File: src/rtl/keypad_scanner_pkg.sv
// Shared definitions for the keypad scanner: key codes, FSM states and the
// matrix position to key code mapping.
package keypad_scanner_pkg;

  localparam logic [3:0] KEY_STAR = 4'hA;
  localparam logic [3:0] KEY_HASH = 4'hB;

  typedef enum logic [1:0] {
    SCAN,
    DEBOUNCE,
    HELD,
    RELEASE
  } state_e;

  // Keypad layout: rows 0-2 carry digits 1-9, row 3 is "* 0 #".
  function automatic logic [3:0] key_lookup(input logic [1:0] row, input logic [1:0] col);
    logic [3:0] code;
    code = 4'd0;
    unique case ({row, col})
      4'b00_00: code = 4'd1;
      4'b00_01: code = 4'd2;
      4'b00_10: code = 4'd3;
      4'b01_00: code = 4'd4;
      4'b01_01: code = 4'd5;
      4'b01_10: code = 4'd6;
      4'b10_00: code = 4'd7;
      4'b10_01: code = 4'd8;
      4'b10_10: code = 4'd9;
      4'b11_00: code = KEY_STAR;
      4'b11_01: code = 4'd0;
      4'b11_10: code = KEY_HASH;
      default:  code = 4'd0;
    endcase
    return code;
  endfunction

  // Lowest-index active-low row wins when several rows are pulled low.
  function automatic logic [1:0] first_low_row(input logic [3:0] rows_n);
    logic [1:0] row;
    if (!rows_n[0])      row = 2'd0;
    else if (!rows_n[1]) row = 2'd1;
    else if (!rows_n[2]) row = 2'd2;
    else                 row = 2'd3;
    return row;
  endfunction

endpackage

File: src/rtl/keypad_scanner_tick.sv
// Free-running divider producing a one-cycle scan tick every SCAN_DIV clocks.
module scan_tick_gen #(
  parameter int unsigned SCAN_DIV = 1000
) (
  input  logic clk_i,
  input  logic reset_i,
  output logic tick_o
);

  localparam int unsigned CW = (SCAN_DIV > 1) ? $clog2(SCAN_DIV) : 1;
  localparam logic [CW-1:0] DIV_MAX = CW'(SCAN_DIV - 1);

  logic [CW-1:0] div_q;
  logic [CW-1:0] div_d;

  assign tick_o = (div_q == DIV_MAX);

  always_comb begin
    div_d = tick_o ? '0 : div_q + CW'(1);
  end

  always_ff @(posedge clk_i or posedge reset_i) begin
    if (reset_i) div_q <= '0;
    else         div_q <= div_d;
  end

endmodule

File: src/rtl/keypad_scanner.sv
// 4x3 matrix keypad scanner: column drive, row synchronisation, per-tick
// debounce of press and release, and key encoding with registered strobes.
module keypad_scanner
  import keypad_scanner_pkg::*;
#(
  parameter int unsigned SCAN_DIV       = 1000,
  parameter int unsigned DEBOUNCE_SCANS = 4
) (
  input  logic       clk,
  input  logic       reset,
  input  logic [3:0] row_n,
  output logic [2:0] col_n,
  output logic [3:0] key_code,
  output logic       key_valid,
  output logic       key_release,
  output logic       key_pressed,
  output logic       star_pressed
);

  localparam int unsigned CNT_W = $clog2(DEBOUNCE_SCANS + 1);
  localparam logic [CNT_W-1:0] DEB_MAX = CNT_W'(DEBOUNCE_SCANS);
  localparam bit SINGLE_SCAN = (DEBOUNCE_SCANS == 1);

  logic [3:0]       sync1_q;
  logic [3:0]       sync2_q;
  state_e           state_q;
  logic [1:0]       col_q;
  logic [1:0]       row_q;
  logic [CNT_W-1:0] cnt_q;
  logic [3:0]       key_code_q;
  logic             key_valid_q;
  logic             key_release_q;
  logic             key_pressed_q;
  logic             star_q;

  logic             tick;
  logic             any_low;
  logic [1:0]       hit_row;
  logic             latched_low;
  logic [1:0]       col_next;
  logic [CNT_W-1:0] cnt_inc;

  scan_tick_gen #(
    .SCAN_DIV(SCAN_DIV)
  ) u_tick (
    .clk_i  (clk),
    .reset_i(reset),
    .tick_o (tick)
  );

  assign any_low     = ~&sync2_q;
  assign hit_row     = first_low_row(sync2_q);
  assign latched_low = ~sync2_q[row_q];
  assign col_next    = (col_q == 2'd2) ? 2'd0 : col_q + 2'd1;
  assign cnt_inc     = cnt_q + CNT_W'(1);

  always_comb begin
    unique case (col_q)
      2'd1:    col_n = 3'b101;
      2'd2:    col_n = 3'b011;
      default: col_n = 3'b110;
    endcase
  end

  assign key_code     = key_code_q;
  assign key_valid    = key_valid_q;
  assign key_release  = key_release_q;
  assign key_pressed  = key_pressed_q;
  assign star_pressed = star_q;

  always_ff @(posedge clk or posedge reset) begin
    if (reset) begin
      sync1_q       <= 4'hF;
      sync2_q       <= 4'hF;
      state_q       <= SCAN;
      col_q         <= 2'd0;
      row_q         <= 2'd0;
      cnt_q         <= '0;
      key_code_q    <= 4'd0;
      key_valid_q   <= 1'b0;
      key_release_q <= 1'b0;
      key_pressed_q <= 1'b0;
      star_q        <= 1'b0;
    end else begin
      sync1_q       <= row_n;
      sync2_q       <= sync1_q;
      key_valid_q   <= 1'b0;
      key_release_q <= 1'b0;
      star_q        <= key_pressed_q && (key_code_q == KEY_STAR);

      // The column stays frozen from latch until release so only the
      // latched key can be observed; other keys are ignored while held.
      if (tick) begin
        unique case (state_q)
          SCAN: begin
            if (!any_low) begin
              col_q <= col_next;
            end else begin
              row_q <= hit_row;
              if (SINGLE_SCAN) begin
                key_code_q    <= key_lookup(hit_row, col_q);
                key_valid_q   <= 1'b1;
                key_pressed_q <= 1'b1;
                cnt_q         <= '0;
                state_q       <= HELD;
              end else begin
                cnt_q   <= CNT_W'(1);
                state_q <= DEBOUNCE;
              end
            end
          end

          DEBOUNCE: begin
            if (latched_low) begin
              if (cnt_inc == DEB_MAX) begin
                key_code_q    <= key_lookup(row_q, col_q);
                key_valid_q   <= 1'b1;
                key_pressed_q <= 1'b1;
                cnt_q         <= '0;
                state_q       <= HELD;
              end else begin
                cnt_q <= cnt_inc;
              end
            end else begin
              cnt_q   <= '0;
              col_q   <= col_next;
              state_q <= SCAN;
            end
          end

          HELD: begin
            if (!latched_low) begin
              if (SINGLE_SCAN) begin
                key_pressed_q <= 1'b0;
                key_release_q <= 1'b1;
                cnt_q         <= '0;
                col_q         <= col_next;
                state_q       <= SCAN;
              end else begin
                cnt_q   <= CNT_W'(1);
                state_q <= RELEASE;
              end
            end
          end

          RELEASE: begin
            if (latched_low) begin
              cnt_q   <= '0;
              state_q <= HELD;
            end else if (cnt_inc == DEB_MAX) begin
              key_pressed_q <= 1'b0;
              key_release_q <= 1'b1;
              cnt_q         <= '0;
              col_q         <= col_next;
              state_q       <= SCAN;
            end else begin
              cnt_q <= cnt_inc;
            end
          end

          default: state_q <= SCAN;
        endcase
      end
    end
  end

endmodule

File: config.mk
export PLATFORM = sky130hd
export DESIGN_NAME = keypad_scanner
export DESIGN_NICKNAME = d
export VERILOG_FILES = /design/src/rtl/keypad_scanner_pkg.sv /design/src/rtl/keypad_scanner_tick.sv /design/src/rtl/keypad_scanner.sv
export SDC_FILE = /design/constraint.sdc
export NUM_CORES = 1
export LEC_CHECK = 0
export CAP_MARGIN = 20
export CORE_AREA = 3 3 68 70
export DETAILED_ROUTE_END_ITERATION = 6
export DIE_AREA = 0 0 71 73
export GPL_TIMING_DRIVEN = 1
export PLACE_DENSITY_LB_ADDON = 0.25
export SLEW_MARGIN = 15
export SYNTH_ARGS = -nofsm -noshare
export SYNTH_HDL_FRONTEND = slang
export SYNTH_SLANG_ARGS = --single-unit
File: constraint.sdc
create_clock -name clk -period 2.75 [get_ports clk]
set_input_delay 0.275 -clock clk [delete_from_list [all_inputs] [get_ports clk]]
set_output_delay 0.275 -clock clk [all_outputs]
set_load 0.02 [all_outputs]
==> summary.md <==
| Metric | Value |
|---|---|
| Multi-input gate area | `774.5 um^2` |
| Combinational power share | `2.7%` |
| RSZ-0062 raised after global routing | `no` |
| Clock sink count | `35` |
| CTS Hold Bufs | `0` |
| Post-DP HPWL | `2162 um` |
| Port bufs | `16` |
| Critical-path top delay cell | `mux4_2` |
| DRT Pass-1 Iters | `4` |
| Ys Warns | `0` |
| Min Clock Period, post-route | `2131 ps` |
| Routed length per placed instance | `13.00 um` |
| Max cap viols | `0` |
| Post-Syn Instances | `155` |
| Sequential Power Share | `57.1%` |
| Cell variety after synth | `40` |
| Vias in the first global route | `1150` |
| Clock latency on the worst-skew pair | `290 ps` |
| Worst VDD drop | `234.0 uV` |
| Commonest non-fill, non-tap cell in the layout | `dfrtp_1` |
| Clock network fraction of design power | `40.2%` |
| RD Place Congestion | `0.8221` |
| Die footprint | `0.005183 mm^2` |
| Crit-path max FO | `10` |
| TritonCTS Buffers | `5` |
| Ports | `17` |
| CTS clk-pin slew, worst paths | `70 ps` |
| Post-Route WL | `2913 um` |
| Filler cell count | `362` |
| H-tree depth | `2` |
| Post-DRT Antenna Nets | `0` |
| Clock buffer depth | `2` |
| DRC violations left | `0` |
| Setup Skew | `9.808 ps` |
| Die Height | `73 um` |
| Most frequent cells in the layout | `dfrtp_1 (27), clkdlybuf4s50_1 (16), inv_1 (13)` |
| Max-slew violation count | `0` |
| Root buf cell | `clkbuf_8` |
| Status | `complete, no violations` |
| Post-synthesis sequential area ratio | `50.46%` |
| Internal power | `738.2 uW` |
| Arr. time, crit path | `2310 ps` |
| Global Route Usage Sum | `12.61%` |
| #FFs+latches synth | `35` |
| CP required | `2930 ps` |
| Sequential cell area | `885.9 um^2` |
| Power per cell area | `453.4 mW/mm^2` |
| Slew HR | `72.30%` |
| First-pass GRT wire length | `5119 um` |
| Die W | `71 um` |
| Tightest Hold Check Type | `flop to flop` |
| Ant. Diodes | `0` |
| Worst-Margin Slew | `415.5 ps` |
| Area growth syn-to-layout | `16.54%` |
| Utilization after layout | `50.78%` |
| Initial Utilization | `43.57%` |
| # resized after CTS | `0` |
| Crit-path cells | `mux4_2 > or4_4 > mux2_4` |
| Nets | `189` |
| Placeable Area | `0.004029 mm^2` |
| Avg Inst Size Synth | `11.33 um^2` |
| Share of cells above drive strength 1 | `16.67%` |
| Setup TNS | `0 ps` |
| Vias/cell | `5.232` |
| Site Rows | `23` |
| Worst path max stage delay | `620 ps` |
| Leak | `0.9096 nW` |
| Setup violations, final | `0` |
| CP endpoint kind | `flop` |
| Worst path bufs/invs | `0` |
| Placed insts | `216` |
| CP delay by family, top | `multiplexers` |
| Tcrit/Tclk final | `77.49%` |
| Endpoints failing hold | `0` |
| Crit path kind | `flop to flop` |
| Drt initial violations | `50` |
| Switching Share | `20.42%` |
| Syn Nets | `171` |
| Via count | `1172` |
| Initial antenna violation count | `0` |
| Post-route insts no fill | `224` |
| Worst setup SP type | `flop` |
| Largest net degree at the start of global routing | `36` |
| Synth Cell Area | `0.001755 mm^2` |
| CTS tree | `yes` |
| Switching pwr | `189.4 uW` |
| Setup bufs post-CTS | `0` |
| Grt total ovfl | `0` |
| Max frequency | `0.4693 GHz` |
-- flip-flops by register name, indices dropped and copies added (netlist names), named ones only --
signal and cells:
u_tick.div_q 10, cnt_q 3, col_q 2, star_pressed 1
key_valid 1, sync1_q 4, row_q 2, state_q 1
key_release 1, sync2_q 4, key_pressed 1, key_code 4
-- path summary, 6_finish.rpt --
kind	start	end	slack, ps	cells past startpoint
hold / removal	sync1_q[1]	sync2_q[1]	360	0
setup reg to reg	row_q[0]	key_code[0]	620	3
max in group asynchronous	reset	sync2_q[0]	2020	3
hold reg to reg	sync1_q[1]	sync2_q[1]	360	0
min in group asynchronous	reset	asynchronous set/reset pin	390	3
setup / recovery	row_q[0]	key_code[0]	620	3
-- per-layer routing --
metal	vias up	track usage (%)	part of all wire [%]	routed length [um]
met2	24	20.60	47	1370
met1	557	15.24	48	1386
met3	5	4.683	4.1	120
met4	0	4.802	1.2	36
met5	-	0	0	0
li1	586	-	-	-
-- cell families after synthesis --
family / count (synthesis) / share of synthesized area [%]
adder cells (fa/ha/maj): 10 / 7.128
XOR/XNOR: 6 / 2.994
buffers and inverters: 21 / 5.417
AO/OA/AOI/OAI: 25 / 9.908
multiplexers: 12 / 9.551
AND/OR/NAND/NOR: 46 / 14.54
flip-flops: 35 / 50.46
-- power by group through the flow --
stage | logic (mW) | clock network (mW) | registers (mW)
after floorplan | 0.0142 | 0 | 0.538
after global placement | 0.0261 | 0 | 0.538
after detailed placement | 0.0263 | 0 | 0.539
after CTS | 0.0263 | 0.392 | 0.529
after global routing | 0.0290 | 0.412 | 0.530
final | 0.0252 | 0.373 | 0.530
-- area by class of cell --
cell class / count / share of cell area [%]
well taps: 50 / 3.058
repair buffers: 19 / 8.930
clock buffers: 7 / 4.220
flip-flops and latches: 35 / 43.30
clock inverters: 1 / 0.2446
inverters: 13 / 2.385
multi-input cells: 99 / 37.86
-- synthesized netlist by cell type (all sizes together) --
cell     instances  area share, %
a21oi            3           0.86
a221oi           1           0.50
a22o             2            1.0
a2bb2oi          2            1.0
a31oi            2           0.71
and2             3            1.1
and2b            1           0.50
and3             2           0.71
and4             1           0.50
and4bb           1           0.71
buf              3            1.6
clkbuf           5            1.1
dfrtp           27             38
dfstp            8             12
ha              10            7.1
inv             13            2.8
mux2             6            4.5
mux2i            4            2.3
mux4             2            2.8
nand2           10            2.1
nand3            7            2.0
nand3b           1           0.43
nand4            4            1.8
nor2             8            1.7
nor3             3           0.86
nor3b            1           0.43
nor4             2           0.71
o2111ai          2            1.0
o211ai           2           0.86
o21ai            5            1.4
o21bai           1           0.43
o31ai            5            2.1
or3              1           0.36
or4              1           0.64
xnor2            1           0.50
xor2             5            2.5
-- stage by stage --
step	instance area (um^2)	hold WS, ps	total power, mW	worst slack, ps
after global placement	1954	345.7	0.5644	654.6
after detailed placement	1954	347.2	0.5652	615.2
final	2046	355.5	0.9275	619.2
after floorplan	1755	279.5	0.5517	711.8
after global routing	2046	361.2	0.9714	556.3
after CTS	2046	357.0	0.9481	615.1
-- worst reg2reg max path, cell delays in order (launching register included) --
cell and delay [ps]:
dfrtp_1 520, mux4_2 630, or4_4 560, mux2_4 320
Note: power is estimated with default switching activity, not from simulation.
